`src/rtl/vc_skid_queue.sv`:
```
// Two-entry valid/ready skid queue; enq_rdy is derived from state only.
// Define VC_SKID_QUEUE_BYPASS_EN for a zero-latency pass-through when empty.
module vc_skid_queue #(
  parameter int p_nbits = 32
) (
  input  logic               clk,
  input  logic               reset,
  input  logic               enq_val,
  output logic               enq_rdy,
  input  logic [p_nbits-1:0] enq_msg,
  output logic               deq_val,
  input  logic               deq_rdy,
  output logic [p_nbits-1:0] deq_msg,
  output logic [1:0]         num_free
);

  logic [1:0]         count;
  logic               wr_ptr;
  logic               rd_ptr;
  logic [p_nbits-1:0] entry [2];

  logic enq_fire;
  logic deq_fire;
  logic pass;
  logic do_wr;
  logic do_rd;

  // Gated by reset so the producer sees "not ready" while reset is held.
  assign enq_rdy  = reset && (count != 2'd2);
  assign num_free = 2'd2 - count;

`ifdef VC_SKID_QUEUE_BYPASS_EN
  assign deq_val = reset && ((count != 2'd0) || enq_val);
  assign deq_msg = (count == 2'd0) ? enq_msg : entry[rd_ptr];
  assign pass    = (count == 2'd0) && enq_fire && deq_rdy;
`else
  assign deq_val = (count != 2'd0);
  assign deq_msg = entry[rd_ptr];
  assign pass    = 1'b0;
`endif

  assign enq_fire = enq_val && enq_rdy;
  assign deq_fire = deq_val && deq_rdy;
  // A passed-through message never touches storage, pointers or count.
  assign do_wr    = enq_fire && !pass;
  assign do_rd    = deq_fire && !pass;

  always_ff @(posedge clk or negedge reset) begin
    if (!reset) begin
      count  <= 2'd0;
      wr_ptr <= 1'b0;
      rd_ptr <= 1'b0;
    end else begin
      if (do_wr) wr_ptr <= ~wr_ptr;
      if (do_rd) rd_ptr <= ~rd_ptr;
      if (do_wr && !do_rd)      count <= count + 2'd1;
      else if (!do_wr && do_rd) count <= count - 2'd1;
    end
  end

  always_ff @(posedge clk) begin
    if (do_wr) entry[wr_ptr] <= enq_msg;
  end

`ifndef SYNTHESIS
  a_enq_val_known: assert property (@(posedge clk) disable iff (!reset) !$isunknown(enq_val));
  a_deq_rdy_known: assert property (@(posedge clk) disable iff (!reset) !$isunknown(deq_rdy));
`endif

endmodule

```
`config.mk`:
```
export PLATFORM = sky130hd
export DESIGN_NAME = vc_skid_queue
export DESIGN_NICKNAME = d
export VERILOG_FILES = /design/src/rtl/vc_skid_queue.sv
export SDC_FILE = /design/constraint.sdc
export NUM_CORES = 1
export LEC_CHECK = 0
export CELL_PAD_IN_SITES_DETAIL_PLACEMENT = 1
export CELL_PAD_IN_SITES_GLOBAL_PLACEMENT = 1
export CORE_ASPECT_RATIO = 1.4
export CORE_MARGIN = 2
export CORE_UTILIZATION = 30
export CTS_CLUSTER_SIZE = 10
export DETAILED_ROUTE_END_ITERATION = 16
export HOLD_SLACK_MARGIN = 0.05
export PLACE_DENSITY = 0.62
export REMOVE_ABC_BUFFERS = 1
export SYNTH_ARGS = -nofsm -noshare
export SYNTH_HDL_FRONTEND = slang
export SYNTH_SLANG_ARGS = --single-unit
export TNS_END_PERCENT = 10
```
`constraint.sdc`:
```
create_clock -name clk -period 2.8 [get_ports clk]
set_clock_uncertainty 0.1 [all_clocks]
set_input_delay 0.56 -clock clk [delete_from_list [all_inputs] [get_ports clk]]
set_output_delay 0.56 -clock clk [all_outputs]
set_load 0.05 [all_outputs]
```
==> impl_metrics.json <==
{
  "path_clk_slew_ns": 0.05,
  "grt_max_degree": 24,
  "path_buf_inv": 1,
  "synthesis.area_sq_um": 2700,
  "root_buffer": "clkbuf_16",
  "yosys-top-cells-area": "edfxtp_1 (71%), mux2_4 (16%), dfrtp_1 (3.7%)",
  "hold_class": "in -> async",
  "cts_tree": "done",
  "synth_edf_count": 64,
  "grt_util_all_layers_pct": 10.7,
  "r2r_end": "count[1]$_DFFE_PN0P_",
  "place.port_buffers": 71,
  "syn_avg_cell_area_sq_um": 21.8,
  "antenna_found_initial": 0,
  "synth.most_common_cell": "edfxtp_1",
  "worst_pin_slew_ns": 0.531,
  "async_reset_ff_share_pct": 5.88,
  "gr-total-overflow": 0,
  "drc_errors": 0,
  "num_io_pins": 72,
  "finalSetupViolCount": 0,
  "place_ws_ns": 0.294,
  "setup_tns_ns": 0,
  "required_ns": 2.14,
  "holdWs_ns": 0.347,
  "htree_levels": 3,
  "drv_slew": 0,
  "slowest_stage": "clkdlybuf4s50_1",
  "power_density_nw_per_um2": 1100,
  "r2r_start": "count[0]$_DFFE_PN0P_",
  "ys_top_cells_by_count": "edfxtp_1 (64), mux2_4 (29), inv_1 (5)",
  "maxCapViolCount": 0,
  "drive_gt1_share_pct": 36.3,
  "dp_hpwl_um": 3380,
  "post-cts-setup-buffer-count": 0,
  "cp_cell_sequence": "mux2_2 > clkdlybuf4s50_1",
  "status": "completed",
  "synth-seq-cells": 68,
  "drtIter0Drc": 36,
  "num_vias": 1358,
  "core_area_sq_um": 8660,
  "slowest_delay_ns": 0.70,
  "cpLargestDelayFamily": "buffers and inverters",
  "antennaDiodeCount": 0,
  "die_h_um": 116,
  "reg2regPathDepth": 9,
  "syn_inst": 124,
  "rows": 40,
  "routedWlPerCell_um": 15.1,
  "cp.arrival_ns": 1.99,
  "grt_pass1_vias": 1549,
  "rsz0062_at_grt": "false",
  "post-route-util_pct": 43.6,
  "ys.flop_type": "edfxtp_1",
  "start_kind": "flip-flop",
  "timing.final.crit_share_pct": 94.5,
  "numCtsBuffers": 9,
  "detail-route-antenna-nets": 0,
  "drt_first_pass_iters": 3,
  "synth_top_area_share_pct": 71.2,
  "area_growth_pct": 39.8,
  "cts_sinks": 68,
  "hold_viol": 0,
  "critPathKind": "reg -> out",
  "synth_largest_area_cell": "edfxtp_1",
  "wirelength_um": 4800,
  "place_congestion": 0.668,
  "post_cts_resized": 0,
  "ys_warn_count": 0,
  "maxSlewHeadroom_pct": 64.5,
  "peakVddDrop_v": 0.000754,
  "leakagePower_nw": 1.42,
  "die_area_sq_um": 9780,
  "finalPower_mw": 4.15,
  "start_util_pct": 31.2,
  "cts_max_path_buffers": 2,
  "via_per_inst": 4.28,
  "seq_area_frac_synth_pct": 75.0,
  "cp-end-kind": "output port",
  "fin_ws_ns": 0.153,
  "critPathMaxFanout": 15,
  "grt_pass1_wl_um": 7740,
  "clock.fmax_mhz": 378,
  "die_x_um": 84.1,
  "ff2ff_setup_slack_ns": 0.82,
  "ys_types": 15,
  "clk_latency_ns": 0.33,
  "fin_nets": 246,
  "cts_hold_buffers": 0,
  "fin_crit_ns": 2.65
}
[per-layer routing]
| layer | vias up | global-route usage, % | part of all wire (%) |
|---|---|---|---|
| met2 | 47 | 18.4 | 53 |
| li1 | 639 | - | - |
| met1 | 660 | 11.4 | 38 |
| met4 | 0 | 6.77 | 2.9 |
| met3 | 12 | 3.67 | 6.2 |
| met5 | - | 0 | 0 |
[cells by family after synthesis]
group	Yosys count	synth area share, %
XOR/XNOR	5	1.62
adder cells (fa/ha/maj)	3	1.39
buffers and inverters	10	3.62
flip-flops	68	75.0
multiplexers	32	17.4
AND/OR/NAND/NOR	6	1.02
[sequential cells by signal (all words and copies together), names as in the netlist]
register	cells
count	2
entry	64
rd_ptr	1
wr_ptr	1
[report_power, final]
group / switching (mW) / internal (mW)
clock network: 0.394 / 0.590
logic: 1.06 / 0.718
registers: 0.101 / 1.28
total: 1.56 / 2.59
[area by class of cell]
cell class / instances / area [sq um]
inverter: 5 / 18.8
clock buffer: 9 / 225
clock inverter: 7 / 43.8
sequential: 68 / 2030
timing repair buffer: 77 / 741
multi-input combinational: 46 / 587
fill: 863 / 4890
tap: 105 / 131
[worst reg2reg max path: cells and delay by family (launching register included)]
family / cells / cell delay (ns)
simple gates: 3 / 0.54
buf+inv: 2 / 0.19
fa+ha+maj: 2 / 0.35
xor+xnor: 2 / 0.27
flops: 1 / 0.42
[worst max-delay path by stage]
stage,slack (ns),cells after the start,to,from
6_report,0.15,2,deq_msg[26],rd_ptr$_DFFE_PN0P_
5_1_grt,0.06,4,num_free[1],count[0]$_DFFE_PN0P_
4_1_cts,0.03,2,deq_msg[26],rd_ptr$_DFFE_PN0P_
3_5_place_dp,0.29,8,count[1]$_DFFE_PN0P_,reset
3_3_place_gp,0.37,8,count[1]$_DFFE_PN0P_,reset
2_1_floorplan,-1.11,5,entry[0][0]$_DFFE_PP_,count[0]$_DFFE_PN0P_
[cell usage in the layout, fill, tap and decap left out, drive strengths merged]
cell type and n:
clkdlybuf4s50 50, mux2 32, clkinvlp 4, inv 5, xnor2 4, xor2 1, nand2 2, nor2b 1
clkinv 3, dfrtp 4, clkbuf 9, buf 27, nor2 2, ha 3, edfxtp 64, and3 1
[metrics by stage]
| stage | cell area, sq um | instances |
|---|---|---|
| 3_3_place_gp | 3500 | 301 |
| 6_report | 3770 | 317 |
| 3_5_place_dp | 3500 | 301 |
| 4_1_cts | 3770 | 317 |
| 5_1_grt | 3770 | 317 |
| 2_1_floorplan | 2620 | 119 |
No activity file was read; power rests on OpenSTA's default activity.
